<file path="config.mk">
export PLATFORM = sky130hd
export DESIGN_NAME = uart_i2c_cmd_sequencer
export DESIGN_NICKNAME = d
export VERILOG_FILES = /design/src/rtl/uart_i2c_cmd_sequencer_pkg.sv /design/src/rtl/uart_i2c_cmd_buf.sv /design/src/rtl/uart_i2c_cmd_sequencer.sv
export SDC_FILE = /design/constraint.sdc
export NUM_CORES = 1
export LEC_CHECK = 0
export CAP_MARGIN = 20
export CORE_UTILIZATION = 53
export CTS_CLUSTER_SIZE = 24
export DETAILED_ROUTE_END_ITERATION = 8
export PLACE_DENSITY = 0.76
export SYNTH_ARGS = -nofsm -noshare
export SYNTH_HDL_FRONTEND = slang
export SYNTH_SLANG_ARGS = --single-unit
</file>
<file path="constraint.sdc">
create_clock -name i_clock -period 2.2 [get_ports i_clock]
set_input_delay 0.33 -clock i_clock [delete_from_list [all_inputs] [get_ports i_clock]]
set_output_delay 0.33 -clock i_clock [all_outputs]
set_load 0.05 [all_outputs]
</file>
<file path="src/rtl/uart_i2c_cmd_sequencer_pkg.sv">
`default_nettype none
// ============================================================================
//  Module      : uart_i2c_cmd_sequencer_pkg
//  Description : Shared types and constants for the UART-to-I2C command
//                sequencer: FSM state encoding, status byte codes, the frame
//                sync byte and a length-validity helper.
//  Revision    : 1.0  initial release
// ============================================================================
package uart_i2c_cmd_sequencer_pkg;

    localparam int BYTE_W = 8;
    localparam int LEN_W  = 5;

    typedef enum logic [2:0] {
        S_IDLE     = 3'd0,
        S_HDR      = 3'd1,
        S_LEN      = 3'd2,
        S_DATA     = 3'd3,
        S_I2C_GO   = 3'd4,
        S_I2C_WAIT = 3'd5,
        S_TX_DATA  = 3'd6,
        S_TX_STAT  = 3'd7
    } state_t;

    localparam logic [7:0] ST_OK      = 8'h00;
    localparam logic [7:0] ST_NACK    = 8'h01;
    localparam logic [7:0] ST_BADLEN  = 8'h02;
    localparam logic [7:0] ST_TIMEOUT = 8'h03;

    localparam logic [7:0] SYNC_BYTE  = 8'h53;

    // A frame length must be in 1..max_len.
    function automatic logic bad_len(input logic [7:0] len, input logic [7:0] max_len);
        return (len == 8'd0) || (len > max_len);
    endfunction

endpackage
`default_nettype wire

</file>
<file path="src/rtl/uart_i2c_cmd_buf.sv">
`default_nettype none
// ============================================================================
//  Module      : uart_i2c_cmd_buf
//  Description : DEPTH x 8 payload register file, one synchronous write port
//                and one asynchronous read port. Contents are not reset.
//  Ports       : i_clock            clock
//                i_we/i_waddr/i_wdata  write port
//                i_raddr / o_rdata     combinational read port
//  Revision    : 1.0  initial release
// ============================================================================
module uart_i2c_cmd_buf
    import uart_i2c_cmd_sequencer_pkg::*;
#(
    parameter int DEPTH = 16,
    parameter int AW    = 4
) (
    input  logic              i_clock,
    input  logic              i_we,
    input  logic [AW-1:0]     i_waddr,
    input  logic [BYTE_W-1:0] i_wdata,
    input  logic [AW-1:0]     i_raddr,
    output logic [BYTE_W-1:0] o_rdata
);

    logic [BYTE_W-1:0] r_mem [DEPTH];

    always_ff @(posedge i_clock) begin
        if (i_we) begin
            r_mem[i_waddr] <= i_wdata;
        end
    end

    assign o_rdata = r_mem[i_raddr];

endmodule
`default_nettype wire

</file>
<file path="src/rtl/uart_i2c_cmd_sequencer.sv">
`default_nettype none
// ============================================================================
//  Module      : uart_i2c_cmd_sequencer
//  Description : Parses framed UART commands (SYNC, {addr,rw}, len, data),
//                launches one I2C transaction per frame, then returns read
//                data and a status byte to the UART transmitter.
//  Ports       : i_clock, i_reset_n        clock, async active-low reset
//                i_rx_data/i_rx_valid      UART receive byte + strobe
//                o_i2c_*                   I2C master command interface
//                i_i2c_*                   I2C master responses
//                o_tx_data/o_tx_start      UART transmit byte + strobe
//                i_tx_busy                 transmitter busy
//                o_rx_overrun              byte dropped while not accepting
//  Revision    : 1.0  initial release
// ============================================================================
module uart_i2c_cmd_sequencer
    import uart_i2c_cmd_sequencer_pkg::*;
#(
    parameter int         MAX_LEN = 16,
    parameter int         TIMEOUT = 1041600,
    parameter logic [7:0] SYNC    = SYNC_BYTE
) (
    input  logic             i_clock,
    input  logic             i_reset_n,
    input  logic [7:0]       i_rx_data,
    input  logic             i_rx_valid,
    output logic             o_i2c_start,
    output logic [6:0]       o_i2c_addr,
    output logic             o_i2c_rw,
    output logic [LEN_W-1:0] o_i2c_len,
    output logic [7:0]       o_i2c_wdata,
    input  logic             i_i2c_wnext,
    input  logic [7:0]       i_i2c_rdata,
    input  logic             i_i2c_rvalid,
    input  logic             i_i2c_done,
    input  logic             i_i2c_nack,
    output logic [7:0]       o_tx_data,
    output logic             o_tx_start,
    input  logic             i_tx_busy,
    output logic             o_rx_overrun
);

    localparam int               AW          = (MAX_LEN > 1) ? $clog2(MAX_LEN) : 1;
    localparam int               TW          = $clog2(TIMEOUT + 1);
    localparam logic [7:0]       C_MAX_LEN8  = 8'(MAX_LEN);
    localparam logic [LEN_W-1:0] C_MAX_LEN   = LEN_W'(MAX_LEN);
    localparam logic [TW-1:0]    C_TMO_LAST  = TW'(TIMEOUT - 1);

    state_t           r_state,     w_state_nxt;
    logic [6:0]       r_addr,      w_addr_nxt;
    logic             r_rw,        w_rw_nxt;
    logic [LEN_W-1:0] r_len,       w_len_nxt;
    logic [LEN_W-1:0] r_wr_ptr,    w_wr_ptr_nxt;
    logic [LEN_W-1:0] r_rd_ptr,    w_rd_ptr_nxt;
    logic [7:0]       r_status,    w_status_nxt;
    logic [TW-1:0]    r_timer,     w_timer_nxt;
    logic             r_i2c_start, w_i2c_start_nxt;
    logic             r_tx_start,  w_tx_start_nxt;
    logic [7:0]       r_tx_data,   w_tx_data_nxt;
    logic             r_guard,     w_guard_nxt;

    logic             w_buf_we;
    logic [AW-1:0]    w_buf_waddr;
    logic [7:0]       w_buf_wdata;
    logic [7:0]       w_buf_rdata;
    logic             w_timeout;
    logic             w_tx_ok;
    logic [LEN_W-1:0] w_len_last;

    // rd_ptr doubles as the I2C write-data index and the TX_DATA read index.
    uart_i2c_cmd_buf #(
        .DEPTH (MAX_LEN),
        .AW    (AW)
    ) u_buf (
        .i_clock (i_clock),
        .i_we    (w_buf_we),
        .i_waddr (w_buf_waddr),
        .i_wdata (w_buf_wdata),
        .i_raddr (r_rd_ptr[AW-1:0]),
        .o_rdata (w_buf_rdata)
    );

    assign w_timeout  = (r_timer == C_TMO_LAST);
    // The guard skips the cycle in which tx_start is high, since the
    // transmitter may not raise tx_busy until the following cycle.
    assign w_tx_ok    = !i_tx_busy && !r_guard;
    assign w_len_last = r_len - LEN_W'(1);

    always_comb begin
        w_state_nxt     = r_state;
        w_addr_nxt      = r_addr;
        w_rw_nxt        = r_rw;
        w_len_nxt       = r_len;
        w_wr_ptr_nxt    = r_wr_ptr;
        w_rd_ptr_nxt    = r_rd_ptr;
        w_status_nxt    = r_status;
        w_timer_nxt     = '0;
        w_i2c_start_nxt = 1'b0;
        w_tx_start_nxt  = 1'b0;
        w_tx_data_nxt   = r_tx_data;
        w_guard_nxt     = 1'b0;
        w_buf_we        = 1'b0;
        w_buf_waddr     = r_wr_ptr[AW-1:0];
        w_buf_wdata     = i_rx_data;

        case (r_state)
            S_IDLE: begin
                if (i_rx_valid && (i_rx_data == SYNC)) begin
                    w_state_nxt = S_HDR;
                end
            end
            S_HDR: begin
                w_timer_nxt = r_timer + TW'(1);
                if (i_rx_valid) begin
                    w_timer_nxt = '0;
                    w_addr_nxt  = i_rx_data[7:1];
                    w_rw_nxt    = i_rx_data[0];
                    w_state_nxt = S_LEN;
                end else if (w_timeout) begin
                    w_status_nxt = ST_TIMEOUT;
                    w_state_nxt  = S_TX_STAT;
                end
            end
            S_LEN: begin
                w_timer_nxt = r_timer + TW'(1);
                if (i_rx_valid) begin
                    w_timer_nxt  = '0;
                    // Read data also lands from index 0, so clear for both directions.
                    w_wr_ptr_nxt = '0;
                    if (bad_len(i_rx_data, C_MAX_LEN8)) begin
                        w_status_nxt = ST_BADLEN;
                        w_state_nxt  = S_TX_STAT;
                    end else begin
                        w_len_nxt = i_rx_data[LEN_W-1:0];
                        if (r_rw) begin
                            w_i2c_start_nxt = 1'b1;
                            w_state_nxt     = S_I2C_GO;
                        end else begin
                            w_state_nxt = S_DATA;
                        end
                    end
                end else if (w_timeout) begin
                    w_status_nxt = ST_TIMEOUT;
                    w_state_nxt  = S_TX_STAT;
                end
            end
            S_DATA: begin
                w_timer_nxt = r_timer + TW'(1);
                if (i_rx_valid) begin
                    w_timer_nxt  = '0;
                    w_buf_we     = 1'b1;
                    w_wr_ptr_nxt = r_wr_ptr + LEN_W'(1);
                    if (r_wr_ptr == w_len_last) begin
                        w_i2c_start_nxt = 1'b1;
                        w_state_nxt     = S_I2C_GO;
                    end
                end else if (w_timeout) begin
                    w_status_nxt = ST_TIMEOUT;
                    w_state_nxt  = S_TX_STAT;
                end
            end
            S_I2C_GO: begin
                w_rd_ptr_nxt = '0;
                w_state_nxt  = S_I2C_WAIT;
            end
            S_I2C_WAIT: begin
                if (i_i2c_wnext && (r_rd_ptr != w_len_last)) begin
                    w_rd_ptr_nxt = r_rd_ptr + LEN_W'(1);
                end
                if (i_i2c_rvalid && (r_wr_ptr < C_MAX_LEN)) begin
                    w_buf_we     = 1'b1;
                    w_buf_wdata  = i_i2c_rdata;
                    w_wr_ptr_nxt = r_wr_ptr + LEN_W'(1);
                end
                if (i_i2c_done) begin
                    if (i_i2c_nack) begin
                        w_status_nxt = ST_NACK;
                        w_state_nxt  = S_TX_STAT;
                    end else begin
                        w_status_nxt = ST_OK;
                        if (r_rw) begin
                            w_rd_ptr_nxt = '0;
                            w_state_nxt  = S_TX_DATA;
                        end else begin
                            w_state_nxt = S_TX_STAT;
                        end
                    end
                end
            end
            S_TX_DATA: begin
                if (w_tx_ok) begin
                    w_tx_start_nxt = 1'b1;
                    w_tx_data_nxt  = w_buf_rdata;
                    w_guard_nxt    = 1'b1;
                    if (r_rd_ptr == w_len_last) begin
                        w_state_nxt = S_TX_STAT;
                    end else begin
                        w_rd_ptr_nxt = r_rd_ptr + LEN_W'(1);
                    end
                end
            end
            S_TX_STAT: begin
                if (w_tx_ok) begin
                    w_tx_start_nxt = 1'b1;
                    w_tx_data_nxt  = r_status;
                    w_guard_nxt    = 1'b1;
                    w_state_nxt    = S_IDLE;
                end
            end
            default: begin
                w_state_nxt = S_IDLE;
            end
        endcase
    end

    always_ff @(posedge i_clock or negedge i_reset_n) begin
        if (!i_reset_n) begin
            r_state     <= S_IDLE;
            r_addr      <= '0;
            r_rw        <= 1'b0;
            r_len       <= '0;
            r_wr_ptr    <= '0;
            r_rd_ptr    <= '0;
            r_status    <= '0;
            r_timer     <= '0;
            r_i2c_start <= 1'b0;
            r_tx_start  <= 1'b0;
            r_tx_data   <= '0;
            r_guard     <= 1'b0;
        end else begin
            r_state     <= w_state_nxt;
            r_addr      <= w_addr_nxt;
            r_rw        <= w_rw_nxt;
            r_len       <= w_len_nxt;
            r_wr_ptr    <= w_wr_ptr_nxt;
            r_rd_ptr    <= w_rd_ptr_nxt;
            r_status    <= w_status_nxt;
            r_timer     <= w_timer_nxt;
            r_i2c_start <= w_i2c_start_nxt;
            r_tx_start  <= w_tx_start_nxt;
            r_tx_data   <= w_tx_data_nxt;
            r_guard     <= w_guard_nxt;
        end
    end

    assign o_i2c_start  = r_i2c_start;
    assign o_i2c_addr   = r_addr;
    assign o_i2c_rw     = r_rw;
    assign o_i2c_len    = r_len;
    // Buffer contents are not reset, so only expose them while the master uses them.
    assign o_i2c_wdata  = (r_state == S_I2C_WAIT) ? w_buf_rdata : 8'h00;
    assign o_tx_data    = r_tx_data;
    assign o_tx_start   = r_tx_start;
    assign o_rx_overrun = i_rx_valid && ((r_state == S_I2C_GO)  || (r_state == S_I2C_WAIT) ||
                                         (r_state == S_TX_DATA) || (r_state == S_TX_STAT));

endmodule
`default_nettype wire

</file>
==> qor_table.md <==
| Parameter | Reported |
|:---|:---|
| Cell total after placement | 841 |
| Kind of cell adding the most delay to the critical path | multiplexers |
| CP Cell Sequence | buf_12, mux4_2, mux4_2, nor2b_4, buf_6 |
| Area of the core | 15300 um2 |
| Dominant combinational cell family by area after synthesis | multiplexers |
| Logic depth of the worst setup path including buffers | 5 |
| Post-route core utilization | 67.7% |
| Commonest non-fill, non-tap cell in the layout | edfxtp_1 |
| Bufs and invs on worst path | 2 |
| Number of cells on the worst reg-to-reg path | 6 |
| Switching power summed over all nets | 4.24 mW |
| Transition time at the pin with the least slew margin | 798 ps |
| I/O pin count | 56 |
| Portion of the clock cycle consumed by the worst path in the final layout | 126% |
| Setup slack on the worst flop-to-flop path | 30 ps |
| Die Area | 16200 um2 |
| Relative slew margins | 46.6% |
| Number of endpoints failing setup at the final stage | 8 |
| Async set or reset register ratio after synthesis | 33.3% |
| Violated checks | negative setup slack |
| Number of detailed-routing iterations run before antenna repair | 5 |
| TritonCTS clock tree | built |
| Most frequent cells in the layout | edfxtp_1 (128), dfrtp_1 (61), buf_4 (53) |
| Category of the most critical setup path | reg -> out |
| Share of final-layout standard cells stronger than drive strength 1 | 28.7% |
| First-pass GRT wire length | 29900 um |
| Most frequently used flop master after synthesis | edfxtp_1 |
| Number of unique standard cell types used by synthesis | 53 |
| Share of total power in the clock network | 26.2% |
| GR Util met2 | 44.3% |
| Top cell type's share of synthesized area | 46.1% |
| Mean Syn Cell Area | 15.3 um2 |
| Mean routed wirelength per cell | 22.5 um |
| RSZ-0062 raised after global routing | yes |
| Setup crit start | r_rd_ptr[0] |
| Power Dens Cells | 1180 nW/um2 |
| Net count, final | 686 |
| Cell count after synthesis | 545 |
| Rows | 45 |
| Final global-route overflow total | 0 |
| Worst path arrival time | 2440 ps |
| Synth area leaders | edfxtp_1 (46%), dfrtp_1 (19%), mux4_2 (10%) |
| Total leakage power | 3.80 nW |
| Post-Syn Nets | 576 |
| Crit Reg-Reg Endpoint | o_tx_data[4] |
| Aggregate global-route resource usage | 25.9% |
| Area growth from synthesis to final layout | 23.9% |
| Global routing met1 resource utilization | 33.2% |
| Share of total power consumed by net switching | 34.8% |
| Final-report hold violation count | 0 |
| Timing-limited maximum frequency | 361 MHz |
| Pin count of the biggest net entering global routing | 37 |
| Clock latency on the worst-skew pair | 440 ps |
| Cell at the root of the clock tree | clkbuf_16 |
| FF+latch count, synth | 192 |
| Final slew viol count | 0 |
| Highest fanout seen on the critical path | 13 |
| Largest voltage drop on the vdd net | 0.707 mV |
| DPL Wire Length | 12800 um |
| Seq pwr share | 37.6% |
| Simple logic cell fraction of the synthesized area | 9.55% |
| Last weighted congestion value of the routability-driven placer | 0.863 |
| Routed via count divided by cell count | 5.90 |
| Area of the mapped netlist | 8340 um2 |
| Clock Pin Slew Worst Setup and Hold Paths | 70 ps |
| Starting DRT DRC Count | 438 |
| Worst endpoint required time | 1870 ps |
| Number of cells in the finished layout apart from fillers | 879 |
| Total wire length after detailed routing | 19800 um |
| Cell accounting for the most synthesized area | edfxtp_1 |
| Warnings, synthesis | 0 |
| Max H-tree Level | 4 |
| Via count of the first global-routing pass | 5191 |
| Most common cell on crit path | mux4_2 |
| Antenna fix cells | 0 |
| Setup crit end kind | output port |
| Clock buffers created by TritonCTS | 17 |
| Sequential-to-total area share from yosys stat | 65.3% |
| Die H | 127 um |
| Max clock buf depth | 2 |
| Post-synthesis adder-cell area fraction | 1.05% |
| Timing endpoint of the critical path | o_i2c_wdata[6] |
| # Max-Cap Violations | 0 |
| Post-synthesis mux area share | 13.7% |
| Clock Sinks | 192 |
| Starting density of the core | 54.7% |
| Synthesized-area fraction occupied by xor and xnor cells | 3.70% |
| Crit-path max cell delay | 540 ps |
| Shortest clock period the worst path allows after layout | 2770 ps |
| Antenna violations before repair | 0 |
| Critical-path cell with the highest stage delay | mux4_2 |
| Power share of the combinational group | 36.1% |
| Busiest layer in global routing | met2 |
| Via count | 5185 |
| Final hold slack | 450 ps |
| Complex-gate fraction of the synthesized area | 4.62% |
| Internal power | 7.93 mW |
| Overall power of the completed layout | 12.2 mW |
| Antenna-violating nets left | 0 |
| Worst Slack Setup Final | -573 ps |
| Met3 usage | 5.86% |
| X dimension of the die | 127 um |
| Result of the run | complete, but fails checks |
| Number of flops mapped to enable cells by yosys | 128 |
| Worst Clk Skew | 9.90 ps |
| Startpoint type of the worst setup path | flop |
| Worst hold path type | in -> async |
| Worst r2r src | r_rd_ptr[0] |
| Number of I/O port buffers | 55 |
| DRC violations left | 0 |
-- synth_stat cells, drive strengths merged (5+ instances only) --
| cell type | instances |
|---|---|
| edfxtp | 128 |
| dfrtp | 64 |
| nor2 | 45 |
| mux4 | 40 |
| nand2 | 33 |
| o21ai | 24 |
| mux2 | 21 |
| xnor2 | 14 |
| a21oi | 13 |
| inv | 13 |
| buf | 11 |
| clkbuf | 11 |
| nand3 | 11 |
| nor2b | 11 |
| nor3 | 11 |
| xor2 | 11 |
| and2 | 9 |
| nand4 | 9 |
| o22ai | 8 |
| ha | 7 |
| and3 | 5 |
| or3 | 5 |
-- per-stage QoR --
step                worst slack [ps]  setup TNS, ps  cell area (um2)
floorplan                      -13.4          -13.4             8430
global route                    -618          -4950            10300
global placement                -135          -1780             9560
CTS                             -592          -4600            10200
finish                          -573          -4430            10300
detailed placement              -184          -4000             9560
-- state kept, by name (all words and copies together), names as in the netlist --
register and flops:
o_i2c_addr 7, o_i2c_len 5, o_i2c_rw 1, o_i2c_start 1, o_tx_data 8, r_guard 1, r_rd_ptr 5, r_state 3
r_status 8, r_timer 20, r_wr_ptr 5, u_buf.r_mem 128
-- worst register-to-register path, delay by kind of cell, from the launching register on --
kind | cells | cell delay, ps
compound gates | 2 | 200
buf+inv | 2 | 360
flops | 1 | 430
mux | 2 | 1060
-- routing by layer --
layer  up-vias  share of wire [%]
met5         -                  0
met4         0                1.3
met3        20                7.3
met2       235                 51
met1      2624                 40
li1       2306                  -
-- timing repair --
item	in CTS	in global routing
hold endpoints to repair	23	0
pin swaps	0	5
setup buffers	1	4
hold buffers	1	0
setup endpoints to repair	14	19
resized for setup	15	14
-- power by group through the flow --
| stage | clock network, mW | logic [mW] | registers, mW |
|---|---|---|---|
| 6_report | 3.19 | 4.40 | 4.58 |
| 5_1_grt | 3.33 | 4.67 | 4.61 |
| 4_1_cts | 3.23 | 4.28 | 4.57 |
| 3_5_place_dp | 0 | 4.15 | 4.64 |
| 3_3_place_gp | 0 | 4.04 | 4.61 |
| 2_1_floorplan | 0 | 2.36 | 5.10 |
-- worst min path at each step --
stage	from	end	slack (ps)	depth (start not counted)
6_report	i_reset_n	r_status[1]	450	2
3_3_place_gp	i_reset_n	r_status[0]	370	1
5_1_grt	i_reset_n	r_status[1]	510	2
4_1_cts	i_reset_n	r_status[1]	460	2
2_1_floorplan	i_reset_n	o_i2c_addr[0]	30	0
3_5_place_dp	i_reset_n	r_status[0]	390	1
-- kinds of logic after synthesis --
kind of cell	count (synthesis)
AOI/OAI and AO/OA	63
xor gates and xnor gates	29
adders and majority gates	7
buffers and inverters	35
DFF	192
muxes	61
and+or+nand+nor	158
-- cell type report --
type,count,area [um2]
Multi-Input combinational cell,318,2890
Clock buffer,17,425
Timing Repair Buffer,113,1060
Tap cell,211,264
Sequential cell,192,5450
Fill cell,989,4920
Clock inverter,15,194
Inverter,13,48.8
No activity file was read; power rests on OpenSTA's default activity.
